File: config.mk
export PLATFORM = sky130hd
export DESIGN_NAME = cordic_vectoring
export DESIGN_NICKNAME = d
export VERILOG_FILES = /design/src/rtl/cordic_vectoring.sv
export SDC_FILE = /design/constraint.sdc
export NUM_CORES = 1
export LEC_CHECK = 0
export ABC_CLOCK_PERIOD_IN_PS = 6200
export BUFFER_PORTS_ARGS = -buffer_cell sky130_fd_sc_hd__clkbuf_2
export CORE_MARGIN = 1
export CORE_UTILIZATION = 45
export DETAILED_ROUTE_END_ITERATION = 16
export MAX_ROUTING_LAYER = met4
export PLACE_DENSITY = 0.59
export SYNTH_ARGS = -nofsm -noshare
export SYNTH_HDL_FRONTEND = slang
export SYNTH_SLANG_ARGS = --single-unit
export TNS_END_PERCENT = 30
File: constraint.sdc
create_clock -name clk -period 6.2 [get_ports clk]
set_input_delay 0 -clock clk [delete_from_list [all_inputs] [get_ports clk]]
set_output_delay 0 -clock clk [all_outputs]
set_load 0.01 [all_outputs]
File: src/rtl/cordic_vectoring.sv
// cordic_vectoring: iterative CORDIC in vectoring mode.
// Computes atan2(y, x) for non-negative fixed-point x and y.
// One micro-rotation is performed per enabled clock. The result is a
// signed angle in radians, with the same fraction width as the inputs.
module cordic_vectoring #(
  parameter int FRACS = 22,
  parameter int INTS  = 1,
  parameter int WIDTH = INTS + FRACS + 1,
  parameter int ITERS = FRACS
) (
  input  logic                    clk,
  input  logic                    reset,
  input  logic                    clk_en,
  input  logic                    start,
  output logic                    done,
  input  logic [WIDTH-2:0]        fixedPoint_x,
  input  logic [WIDTH-2:0]        fixedPoint_y,
  output logic signed [WIDTH-1:0] fixedPoint_angle
);

  // Datapath width: two extra integer bits absorb the CORDIC gain (~1.65*sqrt(2))
  localparam int XW = WIDTH + 2;
  localparam int CW = $clog2(ITERS + 1);
  // Working precision of the elaboration-time arctangent series
  localparam int P  = 60;

  // atan(1/n) scaled by 2^P, from the alternating Taylor series
  function automatic longint atan_inv(input longint n);
    longint term;
    longint sum;
    longint n2;
    term = (64'sd1 <<< P) / n;
    sum  = 64'sd0;
    n2   = n * n;
    for (int k = 0; k < 40; k++) begin
      if (k[0] == 1'b0) begin
        sum = sum + term / longint'(2 * k + 1);
      end else begin
        sum = sum - term / longint'(2 * k + 1);
      end
      term = term / n2;
    end
    return sum;
  endfunction

  // Packed table of round(atan(2^-i) * 2^FRACS).
  // Entry 0 uses Machin's formula (pi/4), because the series at x=1 converges too slowly.
  function automatic logic [ITERS*WIDTH-1:0] build_atan_tab();
    logic [ITERS*WIDTH-1:0] tab;
    longint                 v;
    tab = {(ITERS*WIDTH){1'b0}};
    for (int i = 0; i < ITERS; i++) begin
      if (i == 0) begin
        v = 64'sd4 * atan_inv(64'sd5) - atan_inv(64'sd239);
      end else begin
        v = atan_inv(64'sd1 <<< i);
      end
      v = (v + (64'sd1 <<< (P - FRACS - 1))) >>> (P - FRACS);
      tab[i*WIDTH +: WIDTH] = v[WIDTH-1:0];
    end
    return tab;
  endfunction

  localparam logic [ITERS*WIDTH-1:0] ATAN_TAB = build_atan_tab();

  typedef enum logic [1:0] {
    IDLE = 2'd0,
    RUN  = 2'd1,
    DONE = 2'd2
  } state_t;

  state_t                  state_r;
  logic signed [XW-1:0]    x_r;
  logic signed [XW-1:0]    y_r;
  logic signed [WIDTH-1:0] z_r;
  logic [CW-1:0]           cnt_r;
  logic                    zero_r;

  logic signed [XW-1:0]    x_shift_s;
  logic signed [XW-1:0]    y_shift_s;
  logic signed [WIDTH-1:0] atan_s;

  // Per-iteration shifted operands and arctangent constant for the current step
  always_comb begin
    x_shift_s = x_r >>> cnt_r;
    y_shift_s = y_r >>> cnt_r;
    if (cnt_r < CW'(ITERS)) begin
      atan_s = ATAN_TAB[int'(cnt_r) * WIDTH +: WIDTH];
    end else begin
      atan_s = {WIDTH{1'b0}};
    end
  end

  // Control FSM and datapath: sample, iterate, publish; everything freezes when clk_en is low
  always_ff @(posedge clk) begin
    if (reset) begin
      state_r          <= IDLE;
      x_r              <= {XW{1'b0}};
      y_r              <= {XW{1'b0}};
      z_r              <= {WIDTH{1'b0}};
      cnt_r            <= {CW{1'b0}};
      zero_r           <= 1'b0;
      done             <= 1'b0;
      fixedPoint_angle <= {WIDTH{1'b0}};
    end else if (clk_en) begin
      done <= 1'b0;
      case (state_r)
        IDLE: begin
          if (start) begin
            x_r     <= {3'b000, fixedPoint_x};
            y_r     <= {3'b000, fixedPoint_y};
            z_r     <= {WIDTH{1'b0}};
            cnt_r   <= {CW{1'b0}};
            zero_r  <= (fixedPoint_x == {(WIDTH-1){1'b0}}) &&
                       (fixedPoint_y == {(WIDTH-1){1'b0}});
            state_r <= RUN;
          end else begin
            state_r <= IDLE;
          end
        end
        RUN: begin
          // Rotate clockwise while y is non-negative, otherwise counter-clockwise
          if (!y_r[XW-1]) begin
            x_r <= x_r + y_shift_s;
            y_r <= y_r - x_shift_s;
            z_r <= z_r + atan_s;
          end else begin
            x_r <= x_r - y_shift_s;
            y_r <= y_r + x_shift_s;
            z_r <= z_r - atan_s;
          end
          cnt_r <= cnt_r + CW'(1);
          if (cnt_r == CW'(ITERS - 1)) begin
            state_r <= DONE;
          end else begin
            state_r <= RUN;
          end
        end
        DONE: begin
          // The origin has no defined angle; report 0 instead of the accumulated sum
          fixedPoint_angle <= zero_r ? {WIDTH{1'b0}} : z_r;
          done             <= 1'b1;
          state_r          <= IDLE;
        end
        default: begin
          state_r <= IDLE;
        end
      endcase
    end else begin
      state_r <= state_r;
    end
  end

endmodule

# After elaboration in Yosys (flattened, before gate mapping)
# Cells that the tools add are included.
# op_classes
reduce_logical	8
n_shift	3
mux	17
magnitude_cmp	1
n_mul	1
addsub	7
eq_ne	4
# op_table
op	count
indexed part select 528 x 11 -> 24 bit (first input constant)	1
2-to-1 mux 26 bit	4
case mux 26 bit (2 select lines)	2
2-to-1 mux 24 bit	4
adder 26 bit	2
>>> shifter 26 x 5 -> 26 bit	2
subtractor 26 bit	2
case mux 24 bit (2 select lines)	1
zero test 23 bit	2
adder 24 bit	1
subtractor 24 bit	1
case mux 5 bit (2 select lines)	1
multiplier 5 x 2 -> 7 bit (second input constant)	1
AND reduction 3 bit	2
adder 5 x 1 -> 5 bit (second input constant)	1
equality test 5 bit (second input constant)	1
< comparator 5 bit (second input constant)	1
2-to-1 mux 5 bit	1
case mux 2 bit (2 select lines)	1
equality test 2 x 1 -> 1 bit (second input constant)	1
equality test 2 bit (second input constant)	1
zero test 2 bit	1
2-to-1 mux 1 bit	2
2-to-1 mux 2 bit	1
other kinds (4)	4
# totals
reg_bits	109
wordCells	49

# Logic depth before layout (Yosys ltp)
# Gate-level depths: netlist of the first run.
# logic_depth
ltp_word	6
ltp_mapped	27

# Worst setup path before layout of the first run
# Ideal clock, no wire load.
# synth_path
path_type	reg2reg
from	reg cnt_r[1]
to	reg y_r[25]
synth_period_minus_slack_ns	5.339
path_slack_ns	0.861
n_path_buf	5
t_arrival_ns	5.214
stages_incl_launch_ff	26
setup_time_ns	0.125
path_cell_list	dfxtp_1 > buf_6 > buf_6 > buf_2 > buf_2 > buf_1 > mux4_2 > a22oi_1 > o21ai_0 > a21oi_1 > ha_1 > and2_1 > a31oi_1 > nor3b_1 > a21oi_1 > xor2_1 > ha_1 > and3_1 > a311o_1 > a31oi_1 > a31oi_1 > a311oi_1 > o21bai_1 > a21oi_1 > xnor2_1 > o21ai_1
# synth_via
elab_chain_len	4
elab_cells_between_ends	5
classes_between	2 x add/sub; 1 x shift; 2 x mux
# synth_lines
element	line_no	text
start: declaration	76	logic [CW-1:0] cnt_r;
start signal: assignment	101	cnt_r <= {CW{1'b0}};
start signal: assignment	113	cnt_r <= {CW{1'b0}};
start signal: assignment	132	cnt_r <= cnt_r + CW'(1);
>>> shifter 26 x 5 -> 26 bit *	85	x_shift_s = x_r >>> cnt_r;
subtractor 26 bit or adder 26 bit (tied branches)	125, 129	
2-to-1 mux 26 bit *	123	if (!y_r[XW-1]) begin
case mux 26 bit (2 select lines) *	107	case (state_r)
end signal: assignment	111	y_r <= {3'b000, fixedPoint_y};
end signal: assignment	125	y_r <= y_r - x_shift_s;
end signal: assignment	129	y_r <= y_r + x_shift_s;
end: declaration	74	logic signed [XW-1:0] y_r;
# Mark *: on every way between the ends. The rest lies on a longest branch, timed or not.
# A chain may end at the register's enable or synchronous reset.

# Final worst setup path of the first run
# layout_path
from	reg cnt_r[1]
to	reg x_r[25]
# layout_via
elab_chain_len	4
elab_cells_between_ends	5
classes_between	2 x add/sub; 1 x shift; 2 x mux
# layout_lines
element	line_no	text
>>> shifter 26 x 5 -> 26 bit *	86	y_shift_s = y_r >>> cnt_r;
adder 26 bit or subtractor 26 bit (tied branches)	124, 128	
2-to-1 mux 26 bit *	123	
case mux 26 bit (2 select lines) *	107	
end signal: assignment	110	x_r <= {3'b000, fixedPoint_x};
end signal: assignment	124	x_r <= x_r + y_shift_s;
end signal: assignment	128	x_r <= x_r - y_shift_s;
end: declaration	73	logic signed [XW-1:0] x_r;
# Marks and branches as above.

==> impl_metrics.csv, run 1 <==
group,metric,value,unit
drt,dr.pass1.iters,6,
drt,routed-wl-met2,21900,microns
min_path,hold_path_class,"input pin to register",
cells_and_area,drive_above_1_share,15.5,%
critical_path,max_stage_delay,500,ps
job,maxCapViolCount,0,
min_path,hold_depth,5,
critical_path,critical_path_buf_inv_count,3,
timing,hold_viol,0,
clocking,root_buffer,"clkbuf_16",
clocking,numCtsBuffers,9,
place,gp_congestion,0.997,
global_routing,grt_pass1_vias,12800,
timing,drv_slew,0,
logic_synthesis,synth-main-ff-cell,"dfxtp_1",
logic_synthesis,synth.area.top_cells,"dfxtp_1, ha_1, mux4_2",
floorplan,die_w,172,microns
drt,routedWlPerCell,23.1,microns
global_routing,overflow,0,
timing,final.setup.tns,0,ps
timing,final.period_utilization,94.5,%
critical_path,critPathCaptureType,"register",
timing,max_freq,171,MHz
timing,finalSetupViolCount,0,
logic_synthesis,ys_seq_area_share,16.8,%
floorplan,initial_utilization,46.3,%
critical_path,critPathRequiredTime,6480,ps
place,dpl_worst_slack,-109,ps
critical_path,r2r_cells,20,
min_path,min-delay-start,"fixedPoint_y[4]",
global_routing,grt_pass1_wl,75600,microns
drt,wirelength,50000,microns
timing,setup_ws,343,ps
logic_synthesis,synth_fp_nets,1829,
drt,routed_via_density,6.40,
logic_synthesis,synth_edf_count,0,
critical_path,arrival,6140,ps
logic_synthesis,avgSynthCellArea,7.71,sq um
global_routing,antenna_found_initial,1,
drt,drc,0,
pwr,p_leak,6.03,nW
logic_synthesis,netlist.area_leader.share,16.8,%
logic_synthesis,ys_top_cells_by_count,"nor2_1, a21oi_1, nand2_1",
pwr,powerDensity,193,nW/um^2
timing,layout_min_cycle_time,5860,ps
critical_path,cpMaxStageDelayCell,"mux4_2",
logic_synthesis,netlist_area,13000,sq um
logic_synthesis,yosysMostFrequentCell,"nor2_1",
timing,clock_skew,11.1,ps
clocking,ctsLongestPathBuffers,2,
min_path,whs_endpoint,"y_r[4]",
critical_path,critPathTopFamily,"multiplexers",
outcome,status,"finished clean",
floorplan,die_h,172,microns
clocking,htreeDepth,3,
drt,vias,13900,
place,portBuffers,74,
cells_and_area,nets,1924,
critical_path,cp_cell_sequence,"buf_12 > buf_4 > inv_1 > mux2_2 > mux4_2 > mux2_2 > nor4b_2 > nand2_1 > or4_1 > xor2_1 > o22ai_1 > ha_1 > and4_1 > a221oi_1 > a31oi_1 > o22ai_1 > o21ai_0 > a211oi_1 > mux2i_1 > nand3_1",
pwr,vdd_drop_max,0.000140,V
floorplan,row_count,61,
timing,slew_headroom,32.1,%
floorplan,core-area,28200,sq um
drt,wl_met3,4180,microns
global_routing,grt.total_usage,35.1,%
floorplan,dieArea,29600,sq um
place,dpl.hpwl,37400,microns
timing,rsz0062_at_grt,"false",
drt,dr.max_layer_used,"met4",
floorplan,pin_count,75,
critical_path,rr_endpoint,"x_r[25]",
critical_path,r2r_start,"cnt_r[1]",
drt,drt_iter0_drc,1457,
clocking,clkSlewWorstSetupHoldPaths,90,ps
logic_synthesis,syn_inst,1689,
timing,worst_pin_slew,1010,ps
logic_synthesis,synth-seq-cells,109,
critical_path,start_kind,"register",
cells_and_area,syn_to_final_growth,13.8,%
drt,ant_nets,0,
clocking,worstSkewPairLatency,400,ps
logic_synthesis,yosysWarnings,0,
critical_path,crit_type,"register to register",
logic_synthesis,yosysUniqueCellTypes,82,
drt,wl_met1,22500,microns
clocking,cts.sinks,109,
critical_path,r2r_slack,340,ps
clocking,cts_tree,"done",
logic_synthesis,yosysTopAreaCell,"dfxtp_1",
critical_path,worstPathMaxFanout,13,
global_routing,grt_max_degree,72,
cells_and_area,antenna_cells,0,
logic_synthesis,ys_async_sr_fraction,0,%
==> worst min-delay path: stages <==
cell and delay (ps):
clkbuf_2 90, nand2_1 50, o311ai_0 120, o21ai_0 90, nor2_1 40
==> registers in the layout, summed over array words and instances (netlist names) <==
signal            flops
y_r                  26
x_r                  26
cnt_r                 5
state_r               2
fixedPoint_angle     24
zero_r                1
done                  1
z_r                  24
==> area by class of cell <==
cell class	count	area, sq um
multi-input combinational	1421	10200
clock inverter	6	61.3
clock buffer	10	250
fill	2836	13300
tap	378	473
sequential	109	2200
timing repair buffer	200	1470
inverter	43	161
==> power breakdown <==
group,internal (mW),total (mW),switching [mW],leakage [nW]
Combinational,0.619,1.42,0.797,4.99
Clock,0.309,0.646,0.337,0.150
Sequential,0.732,0.804,0.0711,0.892
==> cells in the final DEF, fill, tap and decap left out, types with 10 or more instances in the layout <==
cell type and instances:
a211oi_1 20, a21o_1 32, a21oi_1 148, a221oi_1 12, a22oi_1 23, a311oi_1 18, a31oi_1 25, and2_1 20
and3_1 15, buf_4 81, clkbuf_16 10, clkbuf_2 73, dfxtp_1 103, dlygate4sd3_1 42, ha_1 87, inv_1 41
mux2_2 30, mux2i_1 51, mux4_2 40, nand2_1 133, nand2b_1 21, nand3_1 30, nand4_1 10, nor2_1 180
nor2b_1 24, nor3_1 48, nor3b_1 26, nor4_1 16, o211a_1 11, o21a_1 13, o21ai_0 91, o21bai_1 13
o22ai_1 18, or3_1 11, xnor2_1 65, xor2_1 44
==> routing by layer <==
| metal | up-vias | GRT usage [%] |
|---|---|---|
| met1 | 6666 | 46.1 |
| met4 | 0 | 10.8 |
| met5 | - | - |
| met3 | 84 | 8.54 |
| li1 | 6528 | - |
| met2 | 581 | 52.9 |
==> worst max-delay path by stage <==
stage | start | end | depth (start not counted)
3_5_place_dp | cnt_r[1] | x_r[25] | 20
2_1_floorplan | cnt_r[1] | y_r[25] | 25
4_1_cts | cnt_r[1] | x_r[25] | 20
6_report | cnt_r[1] | x_r[25] | 20
3_3_place_gp | cnt_r[1] | x_r[25] | 20
5_1_grt | cnt_r[1] | x_r[25] | 20
==> repair_timing <==
| action | CTS | global route |
|---|---|---|
| gates resized for setup | 1 | 3 |
| endpoints found under the setup margin | 5 | 10 |
| hold buffers | 42 | 0 |
| setup buffers | 1 | 5 |
| endpoints found under the hold margin | 45 | 0 |
| pin swaps | 0 | 0 |
| cloned | 0 | 0 |
==> per-stage QoR <==
step	area, sq um	total power, mW	hold WS (ps)	std cells	utilization, %
after CTS	14800	2.87	6.88	2162	52.4
after floorplan	13000	1.82	141	1689	-
after global placement	14000	2.18	257	2103	49.7
after global routing	14800	3.05	37.0	2167	52.7
after detailed placement	14000	2.18	264	2103	49.7
final	14800	2.87	16.6	2167	52.7
==> cell families after synthesis <==
kind of cell / count (synthesis) / share of synthesized area (%)
AO/OA/AOI/OAI: 530 / 27.0
XOR/XNOR: 109 / 7.33
adder cells (fa/ha/maj): 90 / 8.82
buffers and inverters: 159 / 5.02
flip-flops: 109 / 16.8
multiplexers: 122 / 13.5
AND/OR/NAND/NOR: 570 / 21.5
Power figures use the tool's default switching activity.
==> inputs of run 2 (changes only) <==
CORE_UTILIZATION = 30   (was 45)
PLACE_DENSITY = 0.42   (was 0.59)
RECOVER_POWER = 25   (was default)
==> impl_metrics.csv, run 2 (synthesis gave the netlist of run 1 again) <==
group,metric,value,unit
pwr,intPower,1.65,mW
cells_and_area,drive_above_1_share,13.9,%
place,gp_congestion,0.940,
global_routing,antenna_found_initial,0,
place,dpl.hpwl,41800,microns
timing,worst_pin_slew,2750,ps
global_routing,met2_usage,39.3,%
drt,dr.pass1.iters,8,
min_path,hold_depth,5,
cells_and_area,fill_cells,4614,
floorplan,row_count,75,
timing,max_freq,169,MHz
pwr,combPwrFrac,49.5,%
pwr,powerDensity,192,nW/um^2
global_routing,grt_use_met3,3.69,%
floorplan,dieArea,44300,sq um
pwr,vdd_drop_max,0.000112,V
min_path,hold_path_class,"input pin to register",
clocking,cts.sinks,109,
cells_and_area,nets,1924,
place,portBuffers,74,
cells_and_area,design_area,15000,sq um
timing,finalSetupViolCount,0,
timing,timing.hold.ws,45.1,ps
clocking,worstSkewPairLatency,410,ps
cells_and_area,syn_to_final_growth,15.5,%
timing,slew_headroom,-83.4,%
pwr,pwr-share-seq,28.3,%
global_routing,grt.total_usage,25.4,%
timing,setup_ws,269,ps
pwr,switching_share,42.9,%
critical_path,start_kind,"register",
global_routing,grt_pass1_vias,13200,
cells_and_area,layout_common_cells,"nor2_1, a21oi_1, nand2_1, dfxtp_1, o21ai_0",
drt,routedWlPerCell,23.1,microns
clocking,htreeDepth,3,
floorplan,initial_utilization,30.7,%
clocking,ctsLongestPathBuffers,2,
cells_and_area,postLayoutCoreUtil,35.5,%
outcome,status,"complete, but fails checks",
global_routing,grt_max_degree,63,
timing,final.setup.tns,0,ps
timing,rsz0062_at_grt,"false",
global_routing,top_usage_layer,"met2",
place,placedCellCount,2299,
clocking,cts_tree,"done",
timing,drv_slew,86,
outcome,violations,"capacitance limit, slew limit",
drt,wirelength,54600,microns
pwr,clkPwrFrac,22.2,%
pwr,p_sw,1.24,mW
timing,layout_min_cycle_time,5930,ps
critical_path,critPathCaptureType,"register",
drt,drc,0,
cells_and_area,mostFrequentLayoutCell,"nor2_1",
clocking,numCtsBuffers,9,
clocking,root_buffer,"clkbuf_16",
global_routing,grt_util_met1,34.9,%
floorplan,die_h,210,microns
critical_path,r2r_cells,23,
place,dpl_worst_slack,292,ps
floorplan,core-area,42400,sq um
timing,clock_skew,16.5,ps
pwr,finalPower,2.89,mW
pwr,p_leak,5.93,nW
drt,drt_iter0_drc,950,
global_routing,grt_pass1_wl,82800,microns
global_routing,overflow,0,
critical_path,worstPathMaxFanout,14,
floorplan,pin_count,75,
drt,vias,13700,
timing,final.period_utilization,95.7,%
job,maxCapViolCount,2,
drt,routed_via_density,5.80,
clocking,clkSlewWorstSetupHoldPaths,90,ps
critical_path,arrival,6290,ps
cells_and_area,reg_top3,"x_r x26, y_r x26",
place,placed_area,14300,sq um
drt,ant_nets,0,
critical_path,crit_type,"register to register",
cells_and_area,post_layout_nonfiller_instances,2366,
cells_and_area,antenna_cells,0,
floorplan,die_w,210,microns
critical_path,critPathRequiredTime,6560,ps
timing,hold_viol,0,
==> run 2: final timing paths <==
| path | startpoint | slack, ps | end |
|---|---|---|---|
| worst min register to register | done | 480 | done |
| worst max register to register | cnt_r[1] | 270 | x_r[18] |
| worst max-delay path | cnt_r[1] | 270 | x_r[18] |
| worst min-delay path | fixedPoint_x[16] | 50 | x_r[16] |
==> run 2: layout make-up <==
cell class                 count  area (sq um)  share of cell area (%)
clock inverter                 6          62.6                   0.416
timing repair buffer         200          1450                    9.62
tap                          577           722                    4.80
multi-input combinational   1421         10200                    67.9
inverter                      43           161                    1.07
sequential                   109          2200                    14.6
clock buffer                  10           239                    1.59
==> run 2: power by group through the flow <==
stage	combinational, mW	clock (mW)	sequential [mW]
after detailed placement	1.39	0	0.830
final	1.43	0.641	0.816
after CTS	1.42	0.670	0.814
after global placement	1.40	0	0.831
after global routing	1.58	0.689	0.819
after floorplan	1.04	0	0.784
==> run 2: routing by layer <==
| layer | up-vias | share of wire [%] | wire, microns |
|---|---|---|---|
| met5 | - | 0 | 0 |
| met4 | 0 | 1.9 | 1050 |
| met3 | 50 | 4.6 | 2510 |
| met2 | 353 | 45 | 24700 |
| met1 | 6780 | 48 | 26400 |
| li1 | 6542 | - | - |
==> run 2: timing repair <==
action | CTS | global route
setup endpoints to repair | 0 | 10
gates resized for setup | 0 | 2
hold buffers | 44 | 0
endpoints found under the hold margin | 49 | 0
buffers inserted | 0 | 7
==> run 2: worst max-delay path: stages (launching register included) <==
cell	delay, ps
dfxtp_4	490
buf_4	170
mux4_2	580
mux2i_1	170
mux2i_1	90
a221o_1	460
inv_1	110
ha_1	170
inv_1	40
or3b_2	530
nor3_1	250
xor2_1	190
o32ai_1	140
ha_1	430
nand2_1	80
nor2_1	80
o311ai_0	250
a21oi_1	270
o31a_1	220
o21ai_0	150
buf_4	180
or3b_2	450
a31oi_1	150
o221a_2	200
